<file path="config.mk">
export PLATFORM = sky130hd
export DESIGN_NAME = ibex_irq_arbiter_flat
export DESIGN_NICKNAME = d
export VERILOG_FILES = /design/src/rtl/ibex_irq_arbiter_if.sv /design/src/rtl/ibex_irq_arbiter.sv /design/src/flat_wrapper.sv
export SDC_FILE = /design/constraint.sdc
export NUM_CORES = 1
export LEC_CHECK = 0
export BUFFER_PORTS_ARGS = -buffer_cell sky130_fd_sc_hd__clkbuf_2
export CAP_MARGIN = 25
export CORE_MARGIN = 4
export CORE_UTILIZATION = 43
export DETAILED_ROUTE_END_ITERATION = 8
export HOLD_SLACK_MARGIN = 0.1
export PLACE_DENSITY = 0.78
export SLEW_MARGIN = 40
export SYNTH_ARGS = -nofsm -noshare
export SYNTH_HDL_FRONTEND = slang
export SYNTH_SLANG_ARGS = --single-unit
</file>
<file path="constraint.sdc">
create_clock -name clk_i -period 2.1 [get_ports clk_i]
set_input_delay 0.105 -clock clk_i [delete_from_list [all_inputs] [get_ports clk_i]]
set_output_delay 0.105 -clock clk_i [all_outputs]
set_load 0.02 [all_outputs]
</file>
<file path="src/rtl/ibex_irq_arbiter_if.sv">
// Request/acknowledge channel between the interrupt arbiter and the core
// controller.
//   irq_req_o   : interrupt request presented to the controller
//   irq_cause_o : exc_cause_e encoding of the presented request
//   irq_ack_i   : controller accepts the presented request
// master = arbiter side, slave = controller side.
interface ibex_irq_arbiter_if;
    logic       irq_req_o;
    logic [5:0] irq_cause_o;
    logic       irq_ack_i;

    modport master (output irq_req_o, output irq_cause_o, input irq_ack_i);
    modport slave  (input irq_req_o, input irq_cause_o, output irq_ack_i);
endinterface

</file>
<file path="src/rtl/ibex_irq_arbiter.sv">
// Interrupt capture and prioritisation stage in front of the core controller.
// Registers the raw irqs_t sources, edge-detects the NMI, masks the sources,
// picks a winner by Ibex priority and presents one stable request over a
// req/ack handshake.
//
// Ports
//   clk_i, rst_i    : clock, synchronous active-high reset
//   irqs_i          : raw sources {software, timer, external, fast[14:0]}
//   irq_nm_i        : non-maskable request, rising-edge sensitive
//   mie_i           : per-source enables
//   mstatus_mie_i   : global M-mode enable
//   priv_lvl_i      : current privilege level (2'b11 = M)
//   debug_mode_i    : core is in debug mode
//   nmi_mode_i      : NMI handler active
//   mip_o           : registered pending bits
//   nmi_pending_o   : NMI latched, not yet acknowledged
//   irq_bus         : req/cause/ack channel (master side)
//
// state    | meaning
// ---------+-----------------------------------------------------------
// ST_IDLE  | no request presented, waiting for an enabled source
// ST_REQ   | irq_req_o high, cause held in r_cause
// ST_ACKED | one quiet cycle after an ack so the controller can update
//          | mstatus.MIE / nmi_mode before the next evaluation
module ibex_irq_arbiter #(
    parameter bit SyncIrq = 1'b0
) (
    input  logic        clk_i,
    input  logic        rst_i,
    input  logic [17:0] irqs_i,
    input  logic        irq_nm_i,
    input  logic [17:0] mie_i,
    input  logic        mstatus_mie_i,
    input  logic [1:0]  priv_lvl_i,
    input  logic        debug_mode_i,
    input  logic        nmi_mode_i,
    output logic [17:0] mip_o,
    output logic        nmi_pending_o,
    ibex_irq_arbiter_if.master irq_bus
);

    localparam logic [5:0] CAUSE_NM   = 6'h3F;
    localparam logic [5:0] CAUSE_EXT  = 6'h2B;
    localparam logic [5:0] CAUSE_SW   = 6'h23;
    localparam logic [5:0] CAUSE_TIM  = 6'h27;
    localparam logic [1:0] PRIV_LVL_M = 2'b11;

    typedef enum logic [1:0] {ST_IDLE, ST_REQ, ST_ACKED} state_e;

    logic [17:0] w_irqs;
    logic        w_nm;

    generate
        if (SyncIrq) begin : g_sync
            logic [18:0] r_sync1;
            logic [18:0] r_sync2;
            always_ff @(posedge clk_i) begin
                if (rst_i) begin
                    r_sync1 <= '0;
                    r_sync2 <= '0;
                end else begin
                    r_sync1 <= {irq_nm_i, irqs_i};
                    r_sync2 <= r_sync1;
                end
            end
            assign {w_nm, w_irqs} = r_sync2;
        end else begin : g_nosync
            assign w_irqs = irqs_i;
            assign w_nm   = irq_nm_i;
        end
    endgenerate

    logic [17:0] r_mip;
    logic        r_nm_prev;
    logic        r_nmi_pend;
    state_e      r_state;
    logic [5:0]  r_cause;

    state_e      w_state_d;
    logic [5:0]  w_cause_d;
    logic [17:0] w_en;
    logic        w_global_en;
    logic        w_nmi_ok;
    logic        w_any;
    logic [5:0]  w_win;
    logic        w_nm_edge;
    logic        w_nm_ack;
    logic        w_req;

    assign w_en        = r_mip & mie_i;
    assign w_global_en = ((priv_lvl_i != PRIV_LVL_M) | mstatus_mie_i) & ~debug_mode_i & ~nmi_mode_i;
    assign w_nmi_ok    = r_nmi_pend & ~debug_mode_i & ~nmi_mode_i;
    assign w_any       = w_nmi_ok | (w_global_en & (|w_en));
    assign w_nm_edge   = w_nm & ~r_nm_prev;
    assign w_nm_ack    = (r_state == ST_REQ) & irq_bus.irq_ack_i & (r_cause == CAUSE_NM);

    always_ff @(posedge clk_i) begin
        if (rst_i) begin
            r_mip      <= '0;
            r_nm_prev  <= 1'b0;
            r_nmi_pend <= 1'b0;
        end else begin
            r_mip      <= w_irqs;
            r_nm_prev  <= w_nm;
            // a fresh edge coincident with the NM ack keeps the NMI pending
            r_nmi_pend <= w_nm_edge | (r_nmi_pend & ~w_nm_ack);
        end
    end

    // Winner: later assignments override earlier, so order is lowest priority first.
    always_comb begin
        w_win = 6'h00;
        if (w_en[16]) w_win = CAUSE_TIM;
        if (w_en[17]) w_win = CAUSE_SW;
        if (w_en[15]) w_win = CAUSE_EXT;
        for (int i = 0; i < 15; i++) begin
            if (w_en[i]) w_win = 6'(48 + i);
        end
        if (w_nmi_ok) w_win = CAUSE_NM;
    end

    // State register
    always_ff @(posedge clk_i) begin
        if (rst_i) begin
            r_state <= ST_IDLE;
            r_cause <= 6'h00;
        end else begin
            r_state <= w_state_d;
            r_cause <= w_cause_d;
        end
    end

    // Next state
    always_comb begin
        w_state_d = r_state;
        w_cause_d = r_cause;
        case (r_state)
            ST_IDLE: begin
                if (w_any) begin
                    w_state_d = ST_REQ;
                    w_cause_d = w_win;
                end
            end
            ST_REQ: begin
                if (irq_bus.irq_ack_i) begin
                    w_state_d = ST_ACKED;
                end else if (w_nmi_ok && (r_cause != CAUSE_NM)) begin
                    w_cause_d = CAUSE_NM;
                end else if (!w_any) begin
                    w_state_d = ST_IDLE;
                end
            end
            ST_ACKED: w_state_d = ST_IDLE;
            default:  w_state_d = ST_IDLE;
        endcase
    end

    // Outputs
    always_comb begin
        w_req = (r_state == ST_REQ);
    end

    assign irq_bus.irq_req_o   = w_req;
    assign irq_bus.irq_cause_o = r_cause;
    assign mip_o               = r_mip;
    assign nmi_pending_o       = r_nmi_pend;

endmodule

</file>
<file path="src/flat_wrapper.sv">
// flat-port wrapper written by rule: the top's interface ports become plain ports
module ibex_irq_arbiter_flat 
#(
    parameter bit SyncIrq = 1'b0
)
  (clk_i, rst_i, irqs_i, irq_nm_i, mie_i, mstatus_mie_i, priv_lvl_i, debug_mode_i, nmi_mode_i, mip_o, nmi_pending_o, irq_bus_irq_req_o, irq_bus_irq_cause_o, irq_bus_irq_ack_i);
  ibex_irq_arbiter_if irq_bus_i ();
  input  logic clk_i;
  input  logic rst_i;
  input  logic [17:0] irqs_i;
  input  logic irq_nm_i;
  input  logic [17:0] mie_i;
  input  logic mstatus_mie_i;
  input  logic [1:0] priv_lvl_i;
  input  logic debug_mode_i;
  input  logic nmi_mode_i;
  output logic [17:0] mip_o;
  output logic nmi_pending_o;
  output wire logic [$bits(irq_bus_i.irq_req_o)-1:0] irq_bus_irq_req_o;
  output wire logic [$bits(irq_bus_i.irq_cause_o)-1:0] irq_bus_irq_cause_o;
  input wire logic [$bits(irq_bus_i.irq_ack_i)-1:0] irq_bus_irq_ack_i;
  assign irq_bus_irq_req_o = irq_bus_i.irq_req_o;
  assign irq_bus_irq_cause_o = irq_bus_i.irq_cause_o;
  assign irq_bus_i.irq_ack_i = irq_bus_irq_ack_i;
  ibex_irq_arbiter #(.SyncIrq(SyncIrq)) u_core (.clk_i(clk_i), .rst_i(rst_i), .irqs_i(irqs_i), .irq_nm_i(irq_nm_i), .mie_i(mie_i), .mstatus_mie_i(mstatus_mie_i), .priv_lvl_i(priv_lvl_i), .debug_mode_i(debug_mode_i), .nmi_mode_i(nmi_mode_i), .mip_o(mip_o), .nmi_pending_o(nmi_pending_o), .irq_bus(irq_bus_i));
endmodule
</file>
==> summary.txt, run 1 <==
Outcome
  – Status: finished, final reports clean

Routing
  – Drt total wl: approximately 3500 um
  – Avg WL per Cell: roughly 14 um
  – Vias per cell: ~5.4
  – Vias: 1380
  – Antenna Nets Post-Route: 0
  – # DRC: 0
  – DR iter-0 viols: between 50 and 60
  – DRT Pass-1 Iters: 4

STA
  – Tcrit/Tclk final: 0.829
  – Fin Hold WS: between 150 and 200 ps
  – Worst Tran Pin Value: 561 ps
  – Final hold vios: 0
  – Final TNS setup: 0 ps
  – Fin Clk Skew: 7.84 ps
  – RSZ-0062 raised after global routing: false
  – Final Critical Period: ~1700 ps
  – Final WS setup: 360 ps
  – Setup violators final: 0
  – Slew HR: 0.626
  – Max-slew violation count: 0
  – Maximum clock rate: approximately 570 MHz

Logic synthesis
  – Share of the synthesized area in the top cell type: 0.444
  – Largest family of logic cells by synthesized area: simple AND/OR/NAND/NOR gates
  – Cells after Synth: between 100 and 150
  – Syn_area_per_cell: approximately 9.6 um^2
  – Multiplexer area fraction after synthesis: 0
  – Most frequent cell after synthesis: dfxtp_1
  – Top_reg_cell synth: dfxtp_1
  – Ys async rst share: 0
  – Post-synthesis simple-gate area fraction: 0.283
  – Adder-cell share of the synthesized area: 0
  – Yosys top cell by area: dfxtp_1
  – Syn Std Cell Area: 1260 um^2
  – Count of cell types in the netlist: 35
  – Syn_nets: 177
  – Xor/xnor share of the synthesized area: 0
  – Post-synthesis compound-gate area fraction: 0.264
  – #FFs+latches synth: 28
  – Synth cell count leaders: dfxtp_1, nor2b_1, nand2_1
  – YS warnings: 0
  – Post-synth EDFFs: 0
  – Post-synthesis sequential area ratio: 0.444
  – Largest cells by area after synthesis: dfxtp_1, nor2b_1, a22oi_1

Setup path
  – Worst R2R End: u_core.irq_bus.irq_cause_o[1]
  – Critical path's largest stage delay: 540 ps
  – CP arrival: 1970 ps
  – CP delay by family, top: buffers and inverters
  – CP Cell Sequence: dlygate4sd3_1 -> clkbuf_2 -> a222oi_1 -> and4_4 -> nand3_4 -> and2_4 -> a311oi_1
  – Reg2reg path depth: 5
  – Crit-path max FO: 7
  – CP Capture Type: register
  – Critical Path RT: roughly 2300 ps
  – Crit path launch type: primary input
  – Critical Path Start: mie_i[15]
  – Internal reg-to-reg setup slack: 380 ps
  – RR Startpoint: u_core.nmi_pending_o
  – Buffers and inverters on the worst path: 2
  – Critical-path cell with the highest stage delay: dlygate4sd3_1
  – Crit path kind: in -> reg

Clock tree
  – Setup bufs post-CTS: 0
  – CTS tree: built
  – CTS resizes: 0
  – Worst skew pair latency: 320 ps
  – Root Driver: clkbuf_4
  – Clk buf depth: 2
  – CTS sink count: 28
  – CTS Hold Bufs: 21
  – Max H-tree Level: 1
  – CTS clk-pin slew, worst paths: 140 ps
  – Total CTS buffers: 3

Global routing
  – Largest net degree at the start of global routing: 29
  – First-pass GRT wire length: 6290 um
  – Vias in the first global route: 1485
  – Grt ovf: 0
  – All-layer global routing usage: 0.190
  – Initial antenna violation count: 0

Floorplan
  – Height of the die: 62.2 um
  – Die ar.: 3870 um^2
  – # IOs: 71
  – Initial Util: 0.454
  – Rows: 19
  – Core area: 2780 um^2
  – Die W: 62.2 um

Place
  – Placed Area: 1640 um^2
  – Port bufs: 70
  – GP Congestion: 0.816
  – Final HPWL DP: 2710 um
  – Post-place setup slack: a little under 400 ps

Min path
  – Hold path cells: 4
  – Hold Path End: u_core.r_state[0]
  – Hold Path Origin: debug_mode_i
  – HP Class: in -> reg

Power
  – Static Leak: approximately 0.00084 uW
  – Power Dens Cells: 589 nW/um^2
  – Max rail drop VDD: 0.562 mV

Final layout
  – Final #Nets: 270
  – Fillcell total: ~230
  – Area Overhead vs Synth: 48.3%
  – Share of post-route cells with drive strength above 1: 0.363
  – Final non-filler cell area: 1870 um^2
  – N_diodes: 0

Job
  – MaxCap Viol Count: 0
report_power, final:
group          internal (uW)  switching (uW)  leakage (uW)  total [uW]
Clock                   67.2             147     0.0000138         214
Sequential               566            31.4      0.000233         597
Combinational            143             150      0.000592         293
placed cells by master (no fill, tap or decap), drive strengths merged:
cell type	synthesis	final
clkbuf	3	73
dfxtp	28	28
nor2b	21	21
dlygate4sd3	0	21
nand2	16	16
a22oi	8	8
a21oi	8	8
nand3	6	6
and2	6	6
nor2	4	4
o21ai	4	4
a311oi	4	4
a222oi	3	3
nor3	2	2
nor3b	2	2
o211ai	2	2
and4	2	2
a221oi	2	2
nand4	1	1
nand2b	1	1
o31ai	1	1
a2111oi	1	1
a21boi	1	1
a211oi	1	1
a22o	1	1
a21o	1	1
a32o	1	1
a221o	1	1
a31oi	1	1
worst reg2reg max path, delay by kind of cell, from the launching register on:
family             cells  cell delay [ps]
DFF                    1              390
and+or+nand+nor        1              310
AOI/OAI and AO/OA      4              930
per-stage QoR:
step / utilization / total power, uW / std cells
after floorplan: - / 765 / 132
after global placement: 0.590 / 864 / 230
after detailed placement: 0.590 / 871 / 230
after CTS: 0.674 / 1110 / 254
after global routing: 0.674 / 1180 / 254
final: 0.674 / 1100 / 254
state kept, by name, summed over array words and instances, names as in the netlist:
signal                      flops
u_core.r_state                  2
u_core.nmi_pending_o            1
u_core.r_nm_prev                1
u_core.irq_bus.irq_cause_o      6
u_core.mip_o                   18
layout make-up:
| class | instances | area [um^2] | area share |
|---|---|---|---|
| Sequential cell | 28 | 561 | 0.299 |
| Tap cell | 31 | 38.8 | 0.0207 |
| Clock buffer | 3 | 22.5 | 0.0120 |
| Multi-Input combinational cell | 101 | 692 | 0.369 |
| Timing Repair Buffer | 91 | 561 | 0.299 |
metal layers:
layer,vias to the layer above,routed length (um),global-route usage,part of all wire
met3,10,316,0.0685,0.090
met5,-,0,0,0
met2,66,1770,0.328,0.50
met1,624,1370,0.210,0.39
met4,0,73,0.0759,0.021
li1,680,-,-,-
cells by family after synthesis:
group | Yosys count
AND/OR/NAND/NOR | 61
AO/OA/AOI/OAI | 40
flip-flops | 28
buffers and inverters | 3
how the worst max path moves through the flow:
stage / end / slack (ps) / cells after the start
floorplan: u_core.irq_bus.irq_cause_o[4] / 450 / 5
global placement: u_core.irq_bus.irq_cause_o[4] / 520 / 5
detailed placement: u_core.irq_bus.irq_cause_o[1] / 400 / 5
CTS: u_core.irq_bus.irq_cause_o[1] / 360 / 7
global route: u_core.irq_bus.irq_cause_o[1] / 250 / 5
finish: u_core.irq_bus.irq_cause_o[1] / 360 / 7
(Power assumes the default switching activity.)
==> run 2: changes to the inputs <==
ABC_AREA = 1   (was not set)
CORE_UTILIZATION = 39   (was 43)
PLACE_DENSITY = 0.75   (was 0.78)
clock period = 1.5 ns   (was 2.1 ns; I/O delays follow)
==> run 2 against run 1 <==
Compared with the run above:
- the flow now finishes with violations (negative setup slack)
- clock power up 42%
- non-clock buffer count is 33 higher
- die area is 6.4% higher
- register-to-register slack worse by 630 ps
- synthesized cell count increased by 39%
- design area is 18% higher
- core utilization is 5.4 points higher
- highest routed layer unchanged
==> summary.txt, run 2 <==
Logic synthesis
  – Share of the synthesized area in the top cell type: 0.456
  – Syn_area_per_cell: 6.72 um^2
  – Adder-cell share of the synthesized area: 0
  – Post-synthesis simple-gate area fraction: 0.342
  – Syn Std Cell Area: ~1200 um^2
  – Most frequent cell after synthesis: nand2_1
  – Cells after Synth: about 180
  – Largest cells by area after synthesis: dfxtp_1, nand2_1, inv_1
  – #FFs+latches synth: 28
  – Multiplexer area fraction after synthesis: 0
  – Top_reg_cell synth: dfxtp_1
  – Count of cell types in the netlist: 23
  – Ys async rst share: 0
  – Post-synthesis compound-gate area fraction: 0.0834
  – Syn_nets: approximately 230
  – Post-synth EDFFs: 0
  – Synth cell count leaders: nand2_1, inv_1, nor2_1
  – Yosys top cell by area: dfxtp_1
  – YS warnings: 0
  – Largest family of logic cells by synthesized area: simple AND/OR/NAND/NOR gates
  – Xor/xnor share of the synthesized area: 0
  – Post-synthesis sequential area ratio: 0.456

Place
  – Final HPWL DP: between 2000 and 3000 um
  – GP Congestion: 0.863
  – DP Cell Count: just over 300
  – Post-place setup slack: -118 ps
  – Port bufs: 70
  – Placed Area: 1780 um^2

Floorplan
  – Die ar.: a little over 4000 um^2
  – Initial Util: 0.406
  – Rows: 20
  – Core area: 3030 um^2
  – # IOs: 71
  – Die W: 64.2 um
  – Height of the die: approximately 64 um

Min path
  – HP Class: in -> reg
  – Hold Path Origin: mie_i[12]
  – Hold Path End: u_core.irq_bus.irq_cause_o[0]
  – Hold path cells: 6

Clock tree
  – Worst skew pair latency: 320 ps
  – Root Driver: clkbuf_4
  – CTS tree: built
  – Max H-tree Level: 1
  – CTS sink count: 28
  – Total CTS buffers: 3
  – Clk buf depth: 2
  – CTS clk-pin slew, worst paths: 140 ps

Setup path
  – Crit path launch type: register
  – Critical Path RT: 1730 ps
  – Reg2reg path depth: 13
  – Worst R2R End: u_core.irq_bus.irq_cause_o[4]
  – Internal reg-to-reg setup slack: -250 ps
  – Crit path kind: reg -> reg
  – CP Capture Type: register
  – Crit-path max FO: 7
  – RR Startpoint: u_core.mip_o[0]
  – CP arrival: between 1500 and 2000 ps

Final layout
  – Multi-input gate area in the final layout: 576 um^2
  – Sequential cell area: 583 um^2
  – Final non-filler cell area: 2200 um^2
  – Non-filler instance count after layout: 352
  – Commonest cells after routing, fill and taps aside: clkbuf_2, nand2_1, inv_1
  – Largest register FFs: 18
  – Share of post-route cells with drive strength above 1: 0.451
  – Fillcell total: 246
  – Final #Nets: 354
  – N_diodes: 0
  – Area Overhead vs Synth: 79.1%
  – Commonest non-fill, non-tap cell in the layout: clkbuf_2

Routing
  – DR iter-0 viols: between 40 and 50
  – Avg WL per Cell: 10.4 um
  – Drt total wl: between 3000 and 4000 um
  – Vias per cell: 4.41
  – Antenna Nets Post-Route: 0
  – # DRC: 0
  – Vias: 1551
  – DRT Pass-1 Iters: 4

Global routing
  – Largest net degree at the start of global routing: 16
  – First-pass GRT wire length: 6360 um
  – Initial antenna violation count: 0
  – Grt ovf: 0
  – All-layer global routing usage: 0.193
  – Vias in the first global route: about 1500

STA
  – Max-slew violation count: 0
  – Maximum clock rate: 571 MHz
  – Setup violators final: 7
  – Tcrit/Tclk final: 1.17
  – RSZ-0062 raised after global routing: true
  – Slew HR: 0.733
  – Final Critical Period: 1750 ps
  – Final WS setup: -250 ps
  – Final hold vios: 0
  – Final TNS setup: -1500 ps
  – Fin Clk Skew: 7.18 ps
  – Worst Tran Pin Value: a little under 400 ps

Job
  – MaxCap Viol Count: 0

Outcome
  – Status: finished, violations left
  – Failing checks: negative setup slack

Power
  – Power Dens Cells: between 700 and 800 nW/um^2
  – Static Leak: 0.00126 uW
  – Max rail drop VDD: 0.520 mV
## run 2: changes by cell type in the layout (fill, tap and decap cells not counted), moves of 5 or more
cell and delta:
nand2_2 +14, nor2b_1 -21, nor2_2 +5, nor2_1 +25
a22oi_1 -8, and2_1 -5, inv_1 +31, buf_4 +26
nand2_1 +21, dfxtp_1 -8, dlygate4sd3_1 +7, dfxtp_4 +5
a21oi_1 -5
## run 2: worst max path at each step
stage,startpoint,endpoint,slack (ps),cells after the start
5_1_grt,u_core.mip_o[4],u_core.irq_bus.irq_cause_o[4],-400,13
6_report,u_core.mip_o[0],u_core.irq_bus.irq_cause_o[4],-250,13
2_1_floorplan,u_core.mip_o[6],u_core.irq_bus.irq_cause_o[5],-70,13
3_5_place_dp,u_core.mip_o[7],u_core.irq_bus.irq_cause_o[3],-120,13
3_3_place_gp,u_core.mip_o[7],u_core.irq_bus.irq_cause_o[1],-80,13
4_1_cts,u_core.mip_o[5],u_core.irq_bus.irq_cause_o[3],-120,13
## run 2: critical path: stages, from the launching register on
cell     delay, ps
dfxtp_2        360
nand2_2         70
nand2_1         90
inv_2           70
nand2_2         50
nor2_2          90
nand4_1         90
or2_1          250
a31oi_2        200
nand2_2         90
nand2_4        110
inv_4           60
nor2_2          80
nor2_1          50
## run 2: power by group
part | switching (uW) | total (uW) | leakage [uW] | internal (uW)
sequential | 39.6 | 835 | 0.000236 | 795
clock | 198 | 303 | 0.0000150 | 104
combinational | 282 | 553 | 0.00101 | 271
total | 521 | 1690 | 0.00126 | 1170
## run 2: repair_timing
item / 4_1_cts / 5_1_grt
setup buffers: 9 / 4
pin swaps: 0 / 8
hold buffers: 28 / 0
resized for setup: 5 / 9
endpoints found under the hold margin: 25 / 0
endpoints found under the setup margin: 6 / 7
## run 2: cell type report
cell class | count | area share
inverter | 36 | 0.0625
multi-input combinational | 116 | 0.261
clock buffer | 4 | 0.0119
timing repair buffer | 124 | 0.375
sequential | 28 | 0.265
tap | 44 | 0.0250
## run 2: kinds of logic after synthesis
logic type	count (synthesis)
buf+inv	39
simple gates	100
flops	28
compound gates	16
## run 2: layer usage
metal,share of wire,vias up,global-route usage
met2,0.53,56,0.366
met1,0.37,675,0.203
met4,0.036,0,0.0792
li1,-,803,-
met3,0.060,17,0.0404
met5,0,-,0
## run 2: metrics by stage
stage | power [uW] | hold slack, ps | utilization
2_1_floorplan | 1100 | 172 | -
3_3_place_gp | 1270 | 260 | 0.587
3_5_place_dp | 1280 | 263 | 0.587
4_1_cts | 1680 | 126 | 0.713
5_1_grt | 1800 | 142 | 0.728
6_report | 1690 | 136 | 0.728
==> run 3: changes to the inputs <==
ABC_AREA = not set   (was 1)
==> run 3 against run 2 <==
Compared with the run above:
- the flow still finishes with violations (negative setup slack)
- core utilization is 2.2 points lower
- sequential power is 1% lower
- via count is 5.4% lower
- non-clock buffer count is 1 lower
- clock skew is 1.7 ps higher
- hold slack worse by 27 ps
- setup slack better by 100 ps
- power is 0.93% higher
- combinational power is 6.1% lower
- critical endpoint is now u_core.irq_bus.irq_cause_o[1]
- largest power group unchanged
- highest routed layer unchanged
==> summary.txt, run 3 (same netlist as run 1, synthesis figures left out) <==
Global routing
  – Largest net degree at the start of global routing: 16
  – Vias in the first global route: 1566
  – Initial antenna violation count: 0
  – All-layer global routing usage: 0.190
  – GR Util met2: 0.379
  – Busiest grt layer: met2
  – GRT met3 Usage: 0.0381
  – Met1 Use GR: 0.185
  – Grt ovf: 0
  – First-pass GRT wire length: 6280 um

Setup path
  – Worst R2R End: u_core.irq_bus.irq_cause_o[1]
  – Crit path launch type: register
  – Crit-path max FO: 6
  – Reg2reg path depth: 7
  – CP Cell Sequence: a222oi_1 -> buf_4 -> and4_4 -> nand3_4 -> buf_4 -> a21oi_1 -> a311oi_2
  – Critical-path cell with the highest stage delay: dfxtp_2
  – RR Startpoint: u_core.mip_o[15]
  – Most used cell, CP: buf_4
  – Internal reg-to-reg setup slack: -150 ps
  – CP arrival: between 1500 and 2000 ps
  – Critical path's largest stage delay: 350 ps
  – Critical Path RT: between 1500 and 2000 ps
  – Crit path kind: reg -> reg
  – CP Capture Type: register

STA
  – Final hold vios: 0
  – Maximum clock rate: 607 MHz
  – Tcrit/Tclk final: 1.10
  – Fin Clk Skew: 8.91 ps
  – Setup violators final: 6
  – Slew HR: 0.722
  – RSZ-0062 raised after global routing: true
  – Max-slew violation count: 0
  – Fin Hold WS: 109 ps
  – Worst Tran Pin Value: 412 ps
  – Final WS setup: -147 ps
  – Final Critical Period: 1650 ps

Final layout
  – Final #Nets: 302
  – Fillcell total: 263
  – Non-filler instance count after layout: 300
  – Commonest cells after routing, fill and taps aside: clkbuf_2, buf_4, dfxtp_1
  – Largest register FFs: 18
  – Commonest non-fill, non-tap cell in the layout: clkbuf_2
  – N_diodes: 0
  – Area Overhead vs Synth: 72.0%
  – Share of post-route cells with drive strength above 1: 0.484

Floorplan
  – Die ar.: 4220 um^2
  – Rows: 20
  – # IOs: around 70
  – Height of the die: about 65 um
  – Die W: 64.9 um
  – Initial Util: 0.411
  – Core area: 3080 um^2

Routing
  – Antenna Nets Post-Route: 0
  – Vias per cell: 4.89
  – Avg WL per Cell: 12.8 um
  – # DRC: 0
  – Drt total wl: approximately 3800 um
  – Vias: 1467
  – DRT Pass-1 Iters: 5
  – DR iter-0 viols: 45

Place
  – GP Congestion: a little under 0.8
  – DP Cell Count: about 270
  – Post-place setup slack: -199 ps
  – Final HPWL DP: between 2000 and 3000 um
  – Port bufs: 70

Min path
  – Hold path cells: 4
  – Hold Path End: u_core.irq_bus.irq_cause_o[0]
  – Hold Path Origin: mie_i[12]
  – HP Class: in -> reg

Clock tree
  – CTS sink count: 28
  – Worst skew pair latency: 320 ps
  – CTS tree: built
  – Root Driver: clkbuf_4
  – CTS clk-pin slew, worst paths: 140 ps
  – Total CTS buffers: 3
  – Max H-tree Level: 1
  – Clk buf depth: 2

Outcome
  – Status: finished, violations left
  – Failing checks: negative setup slack

Job
  – MaxCap Viol Count: 0

Power
  – Max rail drop VDD: 0.475 mV
  – Static Leak: 0.00104 uW
  – Power Dens Cells: 785 nW/um^2
run 3: worst max-delay path: cells and delay by family, from the launching register on:
kind            cells  cell delay [ps]
flops               1              350
compound gates      3              540
simple gates        2              310
buf+inv             2              340
run 3: how the worst max path moves through the flow:
stage / startpoint / cells past startpoint / end
floorplan: u_core.mip_o[15] / 5 / u_core.irq_bus.irq_cause_o[4]
detailed placement: u_core.mip_o[15] / 5 / u_core.irq_bus.irq_cause_o[4]
global route: u_core.mip_o[15] / 6 / u_core.irq_bus.irq_cause_o[4]
finish: u_core.mip_o[15] / 7 / u_core.irq_bus.irq_cause_o[1]
CTS: u_core.mip_o[15] / 7 / u_core.irq_bus.irq_cause_o[1]
global placement: u_core.mip_o[15] / 5 / u_core.irq_bus.irq_cause_o[4]
run 3: through the flow:
| stage | TNS (ps) | utilization | power (uW) | cell area [um^2] |
|---|---|---|---|---|
| final | -729 | 0.706 | 1710 | 2170 |
| after global routing | -1300 | 0.706 | 1790 | 2170 |
| after CTS | -516 | 0.702 | 1700 | 2160 |
| after detailed placement | -807 | 0.613 | 1300 | 1890 |
| after global placement | -348 | 0.613 | 1290 | 1890 |
| after floorplan | -139 | - | 1070 | 1270 |
run 3: routing by layer:
layer  wire [um]  up-vias
li1            -      742
met1        1490      665
met2        2060       52
met3         231        8
met4          69        0
met5           0        -
run 3: power by group:
| group | internal, uW | total, uW | switching, uW |
|---|---|---|---|
| combinational | 273 | 519 | 246 |
| clock | 148 | 364 | 216 |
| sequential | 793 | 823 | 29.7 |
| total | 1210 | 1710 | 492 |
run 3: final cells by class:
| type | count | area [um^2] | share of cell area |
|---|---|---|---|
| repair buffers | 123 | 801 | 0.368 |
| clock buffers | 4 | 36.3 | 0.0167 |
| multi-input cells | 101 | 711 | 0.327 |
| flip-flops and latches | 28 | 571 | 0.263 |
| well taps | 44 | 55.1 | 0.0253 |
run 3: repair_timing:
item,CTS,global route
gates resized for setup,2,3
pin swaps,3,1
endpoints found under the setup margin,7,7
setup buffers,3,0
hold buffers,21,0
endpoints found under the hold margin,23,0
